### src/rtl/avr_pkg.sv
// Shared AVR fetch definitions: NOP encoding, two-word opcode patterns and queue entry type.
// avr_is_two_word() is only consulted by avr_ifetch when IFETCH_TWO_WORD_EN is defined.
package avr_pkg;

   localparam int          AVR_AW  = 16;
   localparam logic [15:0] AVR_NOP = 16'h0000;

   // JMP/CALL: 1001_010x_xxxx_11xx, LDS/STS: 1001_00xx_xxxx_0000
   localparam logic [15:0] AVR_JMP_CALL_MASK  = 16'hFE0C;
   localparam logic [15:0] AVR_JMP_CALL_MATCH = 16'h940C;
   localparam logic [15:0] AVR_LDS_STS_MASK   = 16'hFC0F;
   localparam logic [15:0] AVR_LDS_STS_MATCH  = 16'h9000;

   typedef struct packed {
      logic [15:0]       word;
      logic [AVR_AW-1:0] pc;
   } avr_qentry_t;

   function automatic logic avr_is_two_word(input logic [15:0] word);
      return ((word & AVR_JMP_CALL_MASK) == AVR_JMP_CALL_MATCH) ||
             ((word & AVR_LDS_STS_MASK) == AVR_LDS_STS_MATCH);
   endfunction

endpackage

### src/rtl/avr_ifetch_fifo.sv
// Prefetch queue: circular buffer of {word, pc} with one push, pop of one or two, and flush.
// Exposes the head entry and the entry behind it so a two-word instruction can be presented whole.
module avr_ifetch_fifo #(
   parameter int  AW    = 16,
   parameter int  DEPTH = 4,
   localparam int PW    = $clog2(DEPTH),
   localparam int CW    = PW + 1
) (
   input  logic          clk_i,
   input  logic          rst_i,
   input  logic          flush_i,
   input  logic          push_i,
   input  logic [15:0]   push_word_i,
   input  logic [AW-1:0] push_pc_i,
   input  logic          pop1_i,
   input  logic          pop2_i,
   output logic [CW-1:0] count_o,
   output logic [15:0]   head_word_o,
   output logic [AW-1:0] head_pc_o,
   output logic [15:0]   head1_word_o,
   output logic [AW-1:0] head1_pc_o
);

   logic [15:0]   word_q [DEPTH];
   logic [AW-1:0] pc_q   [DEPTH];
   logic [PW-1:0] rd_q;
   logic [PW-1:0] wr_q;
   logic [PW-1:0] rd1_w;
   logic [CW-1:0] count_q;
   logic [1:0]    pop_n_w;

   assign pop_n_w = pop2_i ? 2'd2 : {1'b0, pop1_i};
   assign rd1_w   = rd_q + PW'(1);

   always_ff @(posedge clk_i) begin
      if (rst_i || flush_i) begin
         rd_q    <= '0;
         wr_q    <= '0;
         count_q <= '0;
      end else begin
         if (push_i) begin
            wr_q <= wr_q + PW'(1);
         end
         rd_q    <= rd_q + PW'(pop_n_w);
         count_q <= count_q + CW'(push_i) - CW'(pop_n_w);
      end
   end

   // Storage needs no reset; occupancy alone decides what is meaningful.
   always_ff @(posedge clk_i) begin
      if (push_i && !flush_i && !rst_i) begin
         word_q[wr_q] <= push_word_i;
         pc_q[wr_q]   <= push_pc_i;
      end
   end

   assign count_o      = count_q;
   assign head_word_o  = word_q[rd_q];
   assign head_pc_o    = pc_q[rd_q];
   assign head1_word_o = word_q[rd1_w];
   assign head1_pc_o   = pc_q[rd1_w];

endmodule

### src/rtl/avr_ifetch.sv
// Instruction fetch unit: PC-driven word reads into a prefetch queue, one instruction per cycle out.
// Optional feature macro IFETCH_TWO_WORD_EN: present JMP/CALL/LDS/STS together with their second word.
module avr_ifetch
   import avr_pkg::*;
#(
   parameter int AW    = 16,
   parameter int DEPTH = 4
) (
   input  logic          clk_i,
   input  logic          rst_i,
   input  logic          pc_load_i,
   input  logic [AW-1:0] pc_target_i,
   input  logic          advance_i,
   output logic [15:0]   instr_o,
   output logic [15:0]   instr_ext_o,
   output logic          instr_valid_o,
   output logic [AW-1:0] instr_pc_o,
   output logic          mem_rd_o,
   output logic [AW-1:0] mem_addr_o,
   input  logic [15:0]   mem_rdata_i
);

   localparam int          CW      = $clog2(DEPTH) + 1;
   localparam logic [CW:0] DEPTH_L = (CW+1)'(DEPTH);

   logic [AW-1:0] fptr_q;
   logic [AW-1:0] infl_pc_q;
   logic          infl_q;
   logic          infl_ep_q;
   logic          epoch_q;

   logic [CW-1:0] count_w;
   logic [15:0]   head_word_w;
   logic [AW-1:0] head_pc_w;
   logic [15:0]   head1_word_w;
   logic [AW-1:0] head1_pc_w;
   logic          valid_w;
   logic          adv_w;
   logic          pop1_w;
   logic          pop2_w;
   logic [1:0]    pop_n_w;
   logic          push_w;
   logic          issue_w;
   logic [CW:0]   fill_w;
   logic          unused_head1;

   // A return is kept only if no redirect has happened since it was issued.
   assign push_w = infl_q && (infl_ep_q == epoch_q) && !pc_load_i && !rst_i;
   assign adv_w  = advance_i && valid_w && !pc_load_i;

`ifdef IFETCH_TWO_WORD_EN
   logic head_two_w;
   assign head_two_w   = avr_is_two_word(head_word_w);
   assign valid_w      = head_two_w ? (count_w >= CW'(2)) : (count_w != '0);
   assign pop1_w       = adv_w && !head_two_w;
   assign pop2_w       = adv_w && head_two_w;
   assign instr_ext_o  = (valid_w && head_two_w) ? head1_word_w : AVR_NOP;
   assign unused_head1 = ^head1_pc_w;
`else
   assign valid_w      = (count_w != '0);
   assign pop1_w       = adv_w;
   assign pop2_w       = 1'b0;
   assign instr_ext_o  = AVR_NOP;
   assign unused_head1 = ^{head1_word_w, head1_pc_w};
`endif

   assign pop_n_w = pop2_w ? 2'd2 : {1'b0, pop1_w};
   assign fill_w  = {1'b0, count_w} + (CW+1)'(infl_q) - (CW+1)'(pop_n_w);
   assign issue_w = !rst_i && !pc_load_i && (fill_w < DEPTH_L);

   avr_ifetch_fifo #(
      .AW    (AW),
      .DEPTH (DEPTH)
   ) u_fifo (
      .clk_i        (clk_i),
      .rst_i        (rst_i),
      .flush_i      (pc_load_i),
      .push_i       (push_w),
      .push_word_i  (mem_rdata_i),
      .push_pc_i    (infl_pc_q),
      .pop1_i       (pop1_w),
      .pop2_i       (pop2_w),
      .count_o      (count_w),
      .head_word_o  (head_word_w),
      .head_pc_o    (head_pc_w),
      .head1_word_o (head1_word_w),
      .head1_pc_o   (head1_pc_w)
   );

   always_ff @(posedge clk_i) begin
      if (rst_i) begin
         fptr_q    <= '0;
         infl_pc_q <= '0;
         infl_q    <= 1'b0;
         infl_ep_q <= 1'b0;
         epoch_q   <= 1'b0;
      end else if (pc_load_i) begin
         fptr_q  <= pc_target_i;
         infl_q  <= 1'b0;
         epoch_q <= ~epoch_q;
      end else begin
         infl_q    <= issue_w;
         infl_ep_q <= epoch_q;
         infl_pc_q <= fptr_q;
         if (issue_w) begin
            fptr_q <= fptr_q + AW'(1);
         end
      end
   end

   assign mem_rd_o      = issue_w;
   assign mem_addr_o    = fptr_q;
   assign instr_valid_o = valid_w;
   assign instr_o       = valid_w ? head_word_w : AVR_NOP;
   assign instr_pc_o    = valid_w ? head_pc_w : '0;

endmodule

### config.mk
export PLATFORM = sky130hd
export DESIGN_NAME = avr_ifetch
export DESIGN_NICKNAME = d
export VERILOG_FILES = /design/src/rtl/avr_pkg.sv /design/src/rtl/avr_ifetch_fifo.sv /design/src/rtl/avr_ifetch.sv
export SDC_FILE = /design/constraint.sdc
export NUM_CORES = 1
export LEC_CHECK = 0
export ABC_CLOCK_PERIOD_IN_PS = 6710
export BUFFER_PORTS_ARGS = -buffer_cell sky130_fd_sc_hd__buf_2
export CAP_MARGIN = 20
export CORE_MARGIN = 2
export CORE_UTILIZATION = 35
export CTS_CLUSTER_SIZE = 8
export DETAILED_ROUTE_END_ITERATION = 8
export PLACE_DENSITY = 0.56
export SLEW_MARGIN = 5
export SYNTH_ARGS = -nofsm -noshare
export SYNTH_HDL_FRONTEND = slang
export SYNTH_HIERARCHICAL = 1
export SYNTH_SLANG_ARGS = --single-unit
### constraint.sdc
create_clock -name clk_i -period 6.71 [get_ports clk_i]
set_input_delay 1.0065 -clock clk_i [delete_from_list [all_inputs] [get_ports clk_i]]
set_output_delay 1.0065 -clock clk_i [all_outputs]
set_load 0.01 [all_outputs]
* Word level (Yosys, flattened, before mapping)
Memories as Yosys holds them, arrays and structs flattened. A register that Yosys moved wholly into a read port is not among the register bits. Cells that the tools add are included.
Storage, ports and cells: ROM bits 0, input bits 36, word-level logic and storage cells 43, output and inout port bits 66, latch bits 0, memories 2, RAM bits 128, bits in registers 42
Operators by class: order comparisons 1, eq/ne operators 1, mux-type cells 8, shift operators 0, div/mod/pow operators 0, bitwise operators 1, $add $sub $neg 7, $mul 0, reductions and logical operators 15
Memory list:
- u_fifo.pc_q | words 4, width 16, read ports 1, clocked after Yosys merged registers in 1, write ports 1, RTL line avr_ifetch_fifo.sv:25 | logic [AW-1:0] pc_q [DEPTH];
- u_fifo.word_q | words 4, width 16, read ports 1, clocked after Yosys merged registers in 1, write ports 1, RTL line avr_ifetch_fifo.sv:24 | logic [15:0] word_q [DEPTH];
Operators with widths (count):
- 16-bit two-way mux | 4
- 16-bit by 1-bit adder with 16-bit output (second input constant) | 1
- 1-bit logical AND | 9
- 3-bit by 1-bit adder with 4-bit output | 1
- 4-bit by 3-bit less-than comparator with 1-bit output (second input constant) | 1
- 2-bit two-way mux | 2
- 4-bit by 1-bit subtractor with 4-bit output | 1
- 3-bit by 1-bit adder with 3-bit output | 1
- 3-bit nonzero test | 1
- 3-bit by 1-bit subtractor with 3-bit output | 1
- 2-bit by 1-bit adder with 2-bit output | 1
- 2-bit by 1-bit adder with 2-bit output (second input constant) | 1
- 1-bit logical NOT | 2
- 1-bit two-way mux | 2
- 2-bit nonzero test | 1
- 2-bit OR reduction | 1
- 1-bit == test | 1
- 1-bit logical OR | 1
- 1-bit inverter | 1

* Depth between registers and ports, before layout
Gate-level depths: netlist of the first run.
depth after elaboration 8, mapped depth 12, gate-level depth less buffers 11

* Cells and area by module
Netlist of the first run, hierarchy kept.
By module, submodules not included:
- avr_ifetch_fifo | cells an instance 249, area each 5970.7 um2, times used 1, seq. area each 3983.8 um2
- avr_ifetch | cells an instance 288, area each 2239.6 um2, times used 1, seq. area each 700.7 um2

* Worst setup path after synthesis of the first run
OpenSTA, ideal clock, no wires.
kind input-to-output, start input port pc_load_i, end output port mem_rd_o, required time 5.704 ns, data arrival time 3.334 ns, path slack 2.369 ns, stages on the path 11, buffers on the path 3, path through inv_1 > clkbuf_1 > and3_1 > ha_1 > inv_1 > ha_1 > and3b_1 > or4_1 > buf_2 > buf_6 > a211oi_1
On the way: cells in the longest elaborated chain, start to end 5, elaborated cells on any way between the ends 6, those cells by class add/sub (1); order compare (1); reduce/logical (4)
RTL lines:
- start, declared | RTL line avr_ifetch.sv:11 | input logic pc_load_i,
- 1-bit logical NOT | RTL line avr_ifetch.sv:49 | assign adv_w = advance_i && valid_w && !pc_load_i;
- 1-bit logical AND | RTL line avr_ifetch.sv:49
- named net adv_w | RTL line avr_ifetch.sv:38 | logic adv_w;
- 4-bit by 1-bit subtractor with 4-bit output | RTL line avr_ifetch.sv:68 | assign fill_w = {1'b0, count_w} + (CW+1)'(infl_q) - (CW+1)'(pop_n_w);
- 4-bit by 3-bit less-than comparator with 1-bit output | RTL line avr_ifetch.sv:69 | assign issue_w = !rst_i && !pc_load_i && (fill_w < DEPTH_L);
- 1-bit logical AND | RTL line avr_ifetch.sv:69
- end, declared | RTL line avr_ifetch.sv:18 | output logic mem_rd_o,
The timed path passes the listed nets, and every way through them passes these cells.

* Final worst setup path of the first run
start register u_fifo.count_q[2], in the netlist u_fifo/count_o[2], end output port mem_rd_o
On the way: cells in the longest elaborated chain, start to end 6, elaborated cells on any way between the ends 7, those cells by class add/sub (2); order compare (1); reduce/logical (4)
RTL lines:
- start, declared | RTL line avr_ifetch_fifo.sv:29 | logic [CW-1:0] count_q;
- start signal, assigned | RTL line avr_ifetch_fifo.sv:45 | count_q <= count_q + CW'(push_i) - CW'(pop_n_w);
- 3-bit nonzero test | RTL line avr_ifetch.sv:60 | assign valid_w = (count_w != '0);
- 1-bit logical AND (2 in a row) | RTL line avr_ifetch.sv:49
- named net adv_w | RTL line avr_ifetch.sv:38
- 4-bit by 1-bit subtractor with 4-bit output | RTL line avr_ifetch.sv:68
- 4-bit by 3-bit less-than comparator with 1-bit output | RTL line avr_ifetch.sv:69
- 1-bit logical AND | RTL line avr_ifetch.sv:69
The timed path passes the listed nets, and every way through them passes these cells.

==> results.cfg, run 1 <==
[worst_setup_path]
cp_slowest_cell = or4_1
crit_chain = nor3_2, buf_4, inv_1, and3_1, ha_1, inv_1, ha_1, and3b_1, or4_1, a211oi_1, buf_2
end_kind = primary output
startpoint_type = register
cpPeakStageDelay_ps = 800
cpLargestDelayFamily = simple AND/OR/NAND/NOR gates
cp_max_fo = 33
crit_type = register to primary output
cp_data_arrival_time_ps = 3690
path_buf_inv = 4
required_ps = 5700

[clock_tree]
postCtsHoldBufs = 0
post_cts_buffers = 0
clk_pin_slew_worst_paths_ps = 70
cts_buffers = 17
clkSinkCount = 170
cts_resized = 0
cts_tree = yes
htree_levels = 4
root_buffer = clkbuf_16
clk_latency_ps = 420
clockBufferDepth = 2

[job]
cap_violations = 0

[power]
leakage_nw = 3.04
power_mw = 2.31
peakVddDrop_mv = 0.190
cellPowerDensity_nw_per_um2 = 270

[placed_design]
dp.cells = 837
hpwl_mm = 9.24
portBuffers = 85
dpl_worst_slack_ps = 2320
placed_area_um2 = 7950
gp_congestion = 0.791

[global_route]
grt_max_degree = 51
overflow = 0
grt_pass1_wl_mm = 23.8
antenna_found_initial = 0
grtUsageTotal_pct = 14.0
grt_pass1_vias = 4345

[final_layout]
fin_util_pct = 40.9
final_common_cell = edfxtp_1
final_cell_mix = edfxtp_1, buf_2, dfxtp_1
fin_nets = 629
drive_gt1_share_pct = 25.1
layout.cells.non_filler = 869
finalInstanceArea_um2 = 8550
syn_to_final_growth_pct = 15.7
n_antenna_cell = 0

[timing]
tightest_slew_ps = 981
skew_ps = 6.77
rsz0062_at_grt = no
slew_headroom_pct = 34.6
tns_ps = 0
period_needed_ps = 4700
max_freq_mhz = 213
setup_viol = 0
whs_ps = 507
hold_viol = 0
slew_viol_final = 0
setup_ws_ps = 2010
finalCritPeriodShare_pct = 70.0

[drt]
post_drt_wl_per_cell_um = 17.4
num_vias = 4428
ant_nets = 0
vias_per_cell = 5.10
totalWireLength_mm = 15.1
drc_errors = 0
first_iter_violations = 216
dr.pass1.iters = 6

[synthesis]
syn-instance-count = 503
avgSynthCellArea_um2 = 14.7
netlist_area_um2 = 7390
ys.warnings.count = 6

[die]
die_y_um = 149
rows = 53
coreArea_um2 = 20900
initial_core_util_pct = 35.4
die_area_um2 = 22300
die_x_um = 149
pin_count = 102

[hold_path]
hold_path.class = register to register

[run_status]
status = complete, no violations
[worst register-to-register path, cell delays in order (launching register included)]
cell,delay [ps]
dfxtp_1,370
nor3_2,180
buf_4,400
inv_1,110
and3_1,230
ha_1,180
inv_1,50
ha_1,210
and3b_1,210
or4_1,800
a2111oi_0,570
a2111oi_1,110
[final cells by class]
type                            instances  area (um^2)
Inverter                               11         41.3
Fill cell                            1939        12300
Tap cell                              275          344
Timing Repair Buffer                   93          498
Clock inverter                         14          161
Sequential cell                       170         4690
Multi-Input combinational cell        289         2390
Clock buffer                           17          425
[sequential cells by signal, summed over array words and instances (netlist names)]
name            cells
u_fifo/count_o      3
epoch_q             1
mem_addr_o         16
u_fifo/word_q      64
u_fifo/pc_q        64
u_fifo/wr_q         2
infl_ep_q           1
infl_pc_q          16
u_fifo/rd_q         2
infl_q              1
[power breakdown]
part | internal, mW | switching, mW | total [mW]
registers | 1.14 | 0.0300 | 1.17
logic | 0.0703 | 0.102 | 0.173
clock network | 0.555 | 0.410 | 0.965
total | 1.77 | 0.542 | 2.31
[final timing paths]
path,startpoint,end,slack [ps],depth (start not counted)
setup / recovery,u_fifo/count_o[2],mem_rd_o,2010,11
hold / removal,infl_pc_q[6],infl_pc_q[6],510,2
setup reg to reg,u_fifo/count_o[2],mem_addr_o[7],3140,11
hold reg to reg,infl_pc_q[6],infl_pc_q[6],510,2
[metal layers]
layer	vias up	GRT usage, %	wire length (um)
met4	0	3.19	104
met2	157	22.8	7270
li1	2058	-	-
met3	10	3.76	935
met1	2203	18.7	6780
met5	-	0	0
No activity file was read; power rests on OpenSTA's default activity.
==> run 2: changes to the inputs <==
--- a/config.mk
+++ b/config.mk
@@ -5,14 +5,14 @@
 export SDC_FILE = /design/constraint.sdc
 export NUM_CORES = 1
 export LEC_CHECK = 0
-export ABC_CLOCK_PERIOD_IN_PS = 6710
+export ABC_CLOCK_PERIOD_IN_PS = 3850
 export BUFFER_PORTS_ARGS = -buffer_cell sky130_fd_sc_hd__buf_2
 export CAP_MARGIN = 20
 export CORE_MARGIN = 2
 export CORE_UTILIZATION = 35
 export CTS_CLUSTER_SIZE = 8
 export DETAILED_ROUTE_END_ITERATION = 8
-export PLACE_DENSITY = 0.56
+export PLACE_DENSITY = 0.58
 export SLEW_MARGIN = 5
 export SYNTH_ARGS = -nofsm -noshare
 export SYNTH_HDL_FRONTEND = slang
==> constraint.sdc (replaced) <==
create_clock -name clk_i -period 3.85 [get_ports clk_i]
set_input_delay 0.5775 -clock clk_i [delete_from_list [all_inputs] [get_ports clk_i]]
set_output_delay 0.5775 -clock clk_i [all_outputs]
set_load 0.01 [all_outputs]
==> run 2 against run 1 <==
Against the previous run:
- first-iteration DRC count increased by 28%
- global-route usage increased by 0.13 points
- clock-buffer cell count increased by 2
- sequential power increased by 74%
- highest routed layer unchanged
==> results.cfg, run 2 (synthesis gave the netlist of run 1 again) <==
[run_status]
status = complete, no violations

[timing]
setup_viol = 0
skew_ps = 8.49
period_needed_ps = 3510
tns_ps = 0
max_freq_mhz = 285
slew_headroom_pct = 37.5
hold_viol = 0
slew_viol_final = 0
finalCritPeriodShare_pct = 91.2
tightest_slew_ps = 937
rsz0062_at_grt = no

[drt]
first_iter_violations = 277
num_vias = 4398
ant_nets = 0
totalWireLength_mm = 15.2
drc_errors = 0
vias_per_cell = 5.03
post_drt_wl_per_cell_um = 17.3
dr.pass1.iters = 5

[clock_tree]
clk_latency_ps = 420
postCtsHoldBufs = 0
post_cts_buffers = 0
htree_levels = 4
cts_buffers = 17
cts_tree = yes
root_buffer = clkbuf_16
clk_pin_slew_worst_paths_ps = 60
clockBufferDepth = 2
clkSinkCount = 170
cts_resized = 0

[worst_setup_path]
cp_max_fo = 5
required_ps = 3270
startpoint_type = register
crit_type = register to primary output
cp_data_arrival_time_ps = 2930
end_kind = primary output

[final_layout]
n_antenna_cell = 0
layout.cells.non_filler = 875
syn_to_final_growth_pct = 15.8
top_regs = u_fifo/pc_q (64), u_fifo/word_q (64)
final_common_cell = edfxtp_1
fin_util_pct = 41.0
fin_nets = 634
final_cell_mix = edfxtp_1, buf_2, dfxtp_1
drive_gt1_share_pct = 24.8

[global_route]
grt_pass1_vias = 4313
grt_max_degree = 51
overflow = 0
antenna_found_initial = 0
grt_pass1_wl_mm = 23.6
grtUsageTotal_pct = 14.1

[die]
pin_count = 102
die_x_um = 149
die_area_um2 = 22300
coreArea_um2 = 20900
die_y_um = 149
initial_core_util_pct = 35.4
rows = 53

[placed_design]
gp_congestion = 0.812
portBuffers = 85
dp.cells = 843
hpwl_mm = 9.56

[power]
cellPowerDensity_nw_per_um2 = 463
peakVddDrop_mv = 0.298
power_mw = 3.97
leakage_nw = 3.06

[job]
cap_violations = 0

[hold_path]
hold_path.class = input port to register
==> run 2: metrics by stage <==
stage / instance area, um^2 / hold WS, ps / worst slack, ps
2_1_floorplan: 7460 / 460 / 367
3_3_place_gp: 8000 / 477 / 737
3_5_place_dp: 8000 / 487 / 720
4_1_cts: 8560 / 355 / 306
5_1_grt: 8560 / 355 / 170
6_report: 8560 / 376 / 340
==> run 2: worst max-delay path, stage by stage, from the launching register on <==
cell and delay [ps]:
dfxtp_1 370, nor3_2 230, inv_1 70, and3_1 210, ha_1 180, inv_1 50
ha_1 210, and3b_1 220, or4_1 550, a211oi_1 260, buf_2 170
==> run 2: area by class of cell <==
class	instances	area, um^2
clock buffers	19	433
inverters	11	41.3
multi-input cells	289	2390
flip-flops and latches	170	4690
repair buffers	98	536
fillers	1960	12300
well taps	275	344
clock inverters	13	128
==> run 2: power by group <==
part	leakage [nW]	switching, mW	internal (mW)
Combinational	1.26	0.182	0.125
Sequential	1.54	0.0484	1.99
Clock	0.270	0.670	0.947
==> run 2: worst paths after layout <==
path | start | end | slack, ps | cells after the start
setup reg to reg | u_fifo/count_o[2] | mem_addr_o[5] | 780 | 11
setup / recovery | u_fifo/count_o[2] | mem_rd_o | 340 | 10
hold reg to reg | infl_pc_q[7] | u_fifo/pc_q[3][7] | 510 | 0
hold / removal | mem_rdata_i[11] | u_fifo/word_q[3][11] | 380 | 1
==> run 2: per-layer routing <==
layer	vias to the layer above	GRT usage (%)	wire (um)
li1	2067	-	-
met1	2132	20.0	7180
met2	181	21.8	6950
met3	18	3.46	907
met4	0	3.71	136
met5	-	0	0
